## src/rtl/ps2_rx_fifo.sv

```systemverilog
// ps2_rx_fifo: PS/2 device-to-host frame receiver with glitch filter, frame checking, watchdog timeout and FWFT receive FIFO
// Parameters: FILTER_LEN (ps2c filter length), FIFO_AW (FIFO address width, depth 2**FIFO_AW), TIMEOUT_CYC (max cycles between falls in a frame)
// Ports: clk, reset (async active-low), ps2d/ps2c (raw PS/2 lines), rx_en (allow new frame), rd_en (pop),
//        dout (FIFO head, 8'h00 when empty), empty, full, rx_busy, frame_err_tick, ovf_tick
// Macro: PS2_RX_PARITY_CHECK_EN enables odd-parity checking; otherwise only start and stop bits are checked
module ps2_rx_fifo #(
    parameter int FILTER_LEN  = 8,
    parameter int FIFO_AW     = 2,
    parameter int TIMEOUT_CYC = 50000
) (
    input  logic       clk,
    input  logic       reset,
    input  logic       ps2d,
    input  logic       ps2c,
    input  logic       rx_en,
    input  logic       rd_en,
    output logic [7:0] dout,
    output logic       empty,
    output logic       full,
    output logic       rx_busy,
    output logic       frame_err_tick,
    output logic       ovf_tick
);
    localparam int TW = $clog2(TIMEOUT_CYC + 1);
    typedef enum logic [1:0] {IDLE, SHIFT, CHECK} state_t;
    state_t                state_q, state_d;
    logic [FILTER_LEN-1:0] filt_q, filt_d;
    logic                  fc_q, fc_d, fall;
    logic [3:0]            n_q, n_d;
    logic [TW-1:0]         tmo_q, tmo_d;
    logic [10:0]           frame_q, frame_d;
    logic [FIFO_AW:0]      wp_q, rp_q;
    logic [7:0]            mem [2**FIFO_AW];
    logic                  valid, push, pop;
    assign filt_d = {ps2c, filt_q[FILTER_LEN-1:1]};
    assign fc_d   = (&filt_d) ? 1'b1 : (~|filt_d) ? 1'b0 : fc_q;
    assign fall   = fc_q & ~fc_d;
`ifdef PS2_RX_PARITY_CHECK_EN
    assign valid = ~frame_q[0] & frame_q[10] & (^frame_q[9:1]);
`else
    assign valid = ~frame_q[0] & frame_q[10];
`endif
    assign empty   = wp_q == rp_q;
    assign full    = (wp_q[FIFO_AW] != rp_q[FIFO_AW]) && (wp_q[FIFO_AW-1:0] == rp_q[FIFO_AW-1:0]);
    assign pop     = rd_en & ~empty;
    assign dout    = empty ? 8'h00 : mem[rp_q[FIFO_AW-1:0]];
    assign rx_busy = state_q != IDLE;
    always_comb begin
        state_d        = state_q;
        n_d            = n_q;
        tmo_d          = tmo_q;
        frame_d        = frame_q;
        push           = 1'b0;
        frame_err_tick = 1'b0;
        ovf_tick       = 1'b0;
        case (state_q)
            IDLE: if (fall && rx_en) begin
                frame_d = {ps2d, frame_q[10:1]};
                n_d     = 4'd9;
                tmo_d   = '0;
                state_d = SHIFT;
            end
            SHIFT: if (fall) begin
                frame_d = {ps2d, frame_q[10:1]};
                tmo_d   = '0;
                if (n_q == 4'd0) state_d = CHECK;
                else n_d = n_q - 4'd1;
            end else if (tmo_q == TW'(TIMEOUT_CYC - 1)) begin
                frame_err_tick = 1'b1;
                state_d        = IDLE;
            end else begin
                tmo_d = tmo_q + 1'b1;
            end
            CHECK: begin
                state_d        = IDLE;
                // a full FIFO still accepts the byte when the head is popped this cycle
                push           = valid & (~full | pop);
                ovf_tick       = valid & full & ~pop;
                frame_err_tick = ~valid;
            end
            default: state_d = IDLE;
        endcase
    end
    always_ff @(posedge clk or negedge reset) begin
        if (!reset) begin
            state_q <= IDLE;
            filt_q  <= '0;
            fc_q    <= 1'b0;
            n_q     <= '0;
            tmo_q   <= '0;
            frame_q <= '0;
            wp_q    <= '0;
            rp_q    <= '0;
        end else begin
            state_q <= state_d;
            filt_q  <= filt_d;
            fc_q    <= fc_d;
            n_q     <= n_d;
            tmo_q   <= tmo_d;
            frame_q <= frame_d;
            wp_q    <= wp_q + (FIFO_AW + 1)'(push);
            rp_q    <= rp_q + (FIFO_AW + 1)'(pop);
        end
    end
    always_ff @(posedge clk) begin
        if (push) mem[wp_q[FIFO_AW-1:0]] <= frame_q[8:1];
    end
endmodule

```

## config.mk

```make
export PLATFORM = sky130hd
export DESIGN_NAME = ps2_rx_fifo
export DESIGN_NICKNAME = d
export VERILOG_FILES = /design/src/rtl/ps2_rx_fifo.sv
export SDC_FILE = /design/constraint.sdc
export NUM_CORES = 1
export LEC_CHECK = 0
export ABC_AREA = 1
export CAP_MARGIN = 10
export CORE_AREA = 8 8 99 101
export CTS_CLUSTER_SIZE = 8
export DETAILED_ROUTE_END_ITERATION = 16
export DIE_AREA = 0 0 107 109
export PLACE_DENSITY = 0.75
export SYNTH_ARGS = -nofsm -noshare
export SYNTH_HDL_FRONTEND = slang
export SYNTH_SLANG_ARGS = --single-unit
```

## constraint.sdc

```tcl
create_clock -name clk -period 2.1 [get_ports clk]
set_input_delay 0.42 -clock clk [delete_from_list [all_inputs] [get_ports clk]]
set_output_delay 0.42 -clock clk [all_outputs]
set_load 0.02 [all_outputs]
```

==> flow_metrics.py <==
metrics = {
    "logic_synthesis": {
        "synth.top_cells.by_area": "dfrtp_1 29%, edfxtp_1 24%, nand2_1 11%, nor2_1 6.7%, inv_1 3.7%",
        "ys.flop_type": "dfrtp_1",
        "synth_seq_cells": 79,
        "synth_top_area_share_pct": 29.4,
        "synth_warnings": 0,
        "yosys.area.top_type": "dfrtp_1",
        "async_flop_share_pct": 59.5,
        "synthCells": 446,
        "netlist_area_um2": 4000,
        "synth-edff-count": 32,
        "synth.net_count": 462,
        "ys_types": 33,
        "ys_seq_area_share_pct": 53.5,
        "avgSynthCellArea_um2": 8.96,
    },
    "job": {
        "max_cap_viol_count": 0,
    },
    "global_route": {
        "use_met2_pct": 26.4,
        "use_met1_pct": 16.1,
        "globalRouteMet3Util_pct": 3.01,
        "overflow": 0,
        "grt_pass1_vias": 3152,
        "grt-busiest-layer": "met2",
        "grt_start_max_net_pins": 34,
        "antenna_found_initial": 0,
        "grt_first_pass_wirelength_mm": 13.7,
        "grtUsageTotal_pct": 14.7,
    },
    "worst_setup_path": {
        "critPathLaunch": "rp_q[1]$_DFF_PN0_",
        "critPathKind": "register to primary output",
        "r2r_start": "rp_q[1]$_DFF_PN0_",
        "cp-endpoint": "dout[0]",
        "r2r-end": "mem[3][3]$_DFFE_PP_",
        "ff2ff_path_depth": 8,
        "required_ns": 1.68,
        "critPathArrivalTime_ns": 1.75,
        "crit_fanout": 4,
        "reg2reg_slack_ns": 0.10,
        "crit_path_end_kind": "primary output",
        "startpoint_type": "register",
    },
    "clock_tree": {
        "cts_buffer_depth": 2,
        "root_buffer": "clkbuf_8",
        "worstSkewPairLatency_ns": 0.35,
        "ctsHoldBuffers": 0,
        "cts_buffers": 9,
        "clk_pin_slew_ns": 0.08,
        "cts_max_level": 3,
        "cts_num_sinks": 79,
        "cts_tree": "done",
    },
    "sta": {
        "worst_clock_skew_ns": 0.00720,
        "fin_crit_sh_pct": 103,
        "relSlewSlack_pct": 49.8,
        "fmax_mhz": 461,
        "tightest_slew_ns": 0.753,
        "rsz0062_at_grt": "yes",
        "hold_slack_ns": 0.133,
        "setup_viol": 4,
        "fin_tns_setup_ns": -0.243,
        "finalCriticalPeriod_ns": 2.17,
        "setup_ws_ns": -0.0714,
        "final-hold-violation-count": 0,
        "finalMaxSlewViolations": 0,
    },
    "final_layout": {
        "area_growth_pct": 22.9,
        "final_cells": 636,
        "diodes": 0,
        "fillerInstances": 684,
        "final_common_cell": "nand2_1",
        "final_design_area_no_fill_um2": 4910,
        "final_cell_mix": "114 x nand2_1, 70 x nor2_1, 57 x buf_4",
        "finalNetCount": 539,
        "layout-drive-gt1-share_pct": 25.9,
        "final_util_pct": 58.6,
    },
    "power": {
        "p_leak_nw": 2.32,
        "peakVddDrop_mv": 0.627,
        "power_mw": 5.35,
        "pwr_density_cell_nw_per_um2": 1090,
    },
    "floorplan": {
        "io_pins": 19,
        "core_area_um2": 8380,
        "dieHeight_um": 109,
        "dieArea_um2": 11700,
        "rows": 34,
        "start_util_pct": 47.7,
        "fp.dieW_um": 107,
    },
    "route": {
        "vias": 3146,
        "drtIter0Drc": 124,
        "wl_per_cell_um": 12.6,
        "vias_per_cell": 4.95,
        "ant_nets": 0,
        "drt_wl_total_mm": 8.01,
        "drc": 0,
        "drtPass1Iterations": 4,
    },
    "run_status": {
        "failed_checks": "setup timing",
        "status": "complete, but fails checks",
    },
    "placement": {
        "io_buffers": 18,
        "dpl-instance-area_um2": 4620,
        "dp_hpwl_mm": 5.63,
        "dp_slack_ns": -0.452,
        "routabilityCongestion": 0.870,
        "dp_cells": 612,
    },
    "min_path": {
        "hp-class": "input port to async pin",
    },
}
[repair_timing]
action	CTS	global route
pin swaps	1	10
buffers inserted	3	4
setup endpoints to repair	13	11
resized for setup	47	37
gates cloned	1	0
[cell usage after synthesis (4+ instances only)]
cell type,n
dfrtp_1,47
edfxtp_1,32
nand2_1,120
o21ai_0,15
o32ai_1,8
nand2_2,22
inv_1,39
nor3_1,7
nand4_1,10
ha_1,10
nand3_1,23
clkbuf_1,4
nor2_1,71
xor2_1,9
[worst max-delay path: stages (launching register included)]
cell        delay [ns]
dfrtp_1           0.41
buf_6             0.12
nand2_1           0.05
nand4_1           0.09
buf_4             0.16
nor2_4            0.18
clkinvlp_4        0.15
nand2_1           0.08
inv_1             0.04
buf_6             0.12
[layout make-up]
class / count / area [um^2] / share of cell area (%)
Timing Repair inverter: 1 / 7.51 / 0.153
Multi-Input combinational cell: 311 / 1620 / 33.0
Inverter: 43 / 166 / 3.39
Sequential cell: 79 / 2140 / 43.5
Tap cell: 108 / 135 / 2.75
Clock inverter: 6 / 60.1 / 1.22
Timing Repair Buffer: 78 / 657 / 13.4
Clock buffer: 10 / 128 / 2.60
[per-layer routing]
layer | vias up | wire length, um
met5 | - | 0
met4 | 0 | 130
met3 | 15 | 280
met2 | 46 | 4070
met1 | 1499 | 3530
li1 | 1586 | -
[kinds of logic (layout without fill, tap and decap cells)]
family	count (synthesis)	count (layout)	share of synthesized area, %
fa+ha+maj	10	10	3.13
buf+inv	56	138	6.79
compound gates	27	27	4.29
flops	79	79	53.5
xor+xnor	10	10	2.19
simple gates	264	264	30.1
[flip-flops by register name, summed over array words and instances, names as in the netlist]
signal,flops
mem,32
tmo_q,16
frame_q,11
filt_q,7
n_q,4
rp_q,3
wp_q,3
state_q,2
fc_q,1
[how the worst min path moves through the flow]
stage | slack [ns] | startpoint | end | depth (start not counted)
after global placement | 0.38 | filt_q[4]$_DFF_PN0_ | filt_q[3]$_DFF_PN0_ | 0
after global routing | 0.18 | reset | frame_q[3]$_DFFE_PN0P_ | 1
after CTS | 0.15 | reset | tmo_q[0]$_DFFE_PN0P_ | 1
after detailed placement | 0.39 | filt_q[4]$_DFF_PN0_ | filt_q[3]$_DFF_PN0_ | 0
final | 0.13 | reset | tmo_q[0]$_DFFE_PN0P_ | 1
after floorplan | 0.12 | reset | fc_q$_DFF_PN0_ | 0
[power breakdown]
group	total [mW]	internal, mW	switching [mW]
logic	2.25	0.930	1.32
registers	2.00	1.83	0.168
clock network	1.10	0.546	0.558
No activity file was read; power rests on OpenSTA's default activity.
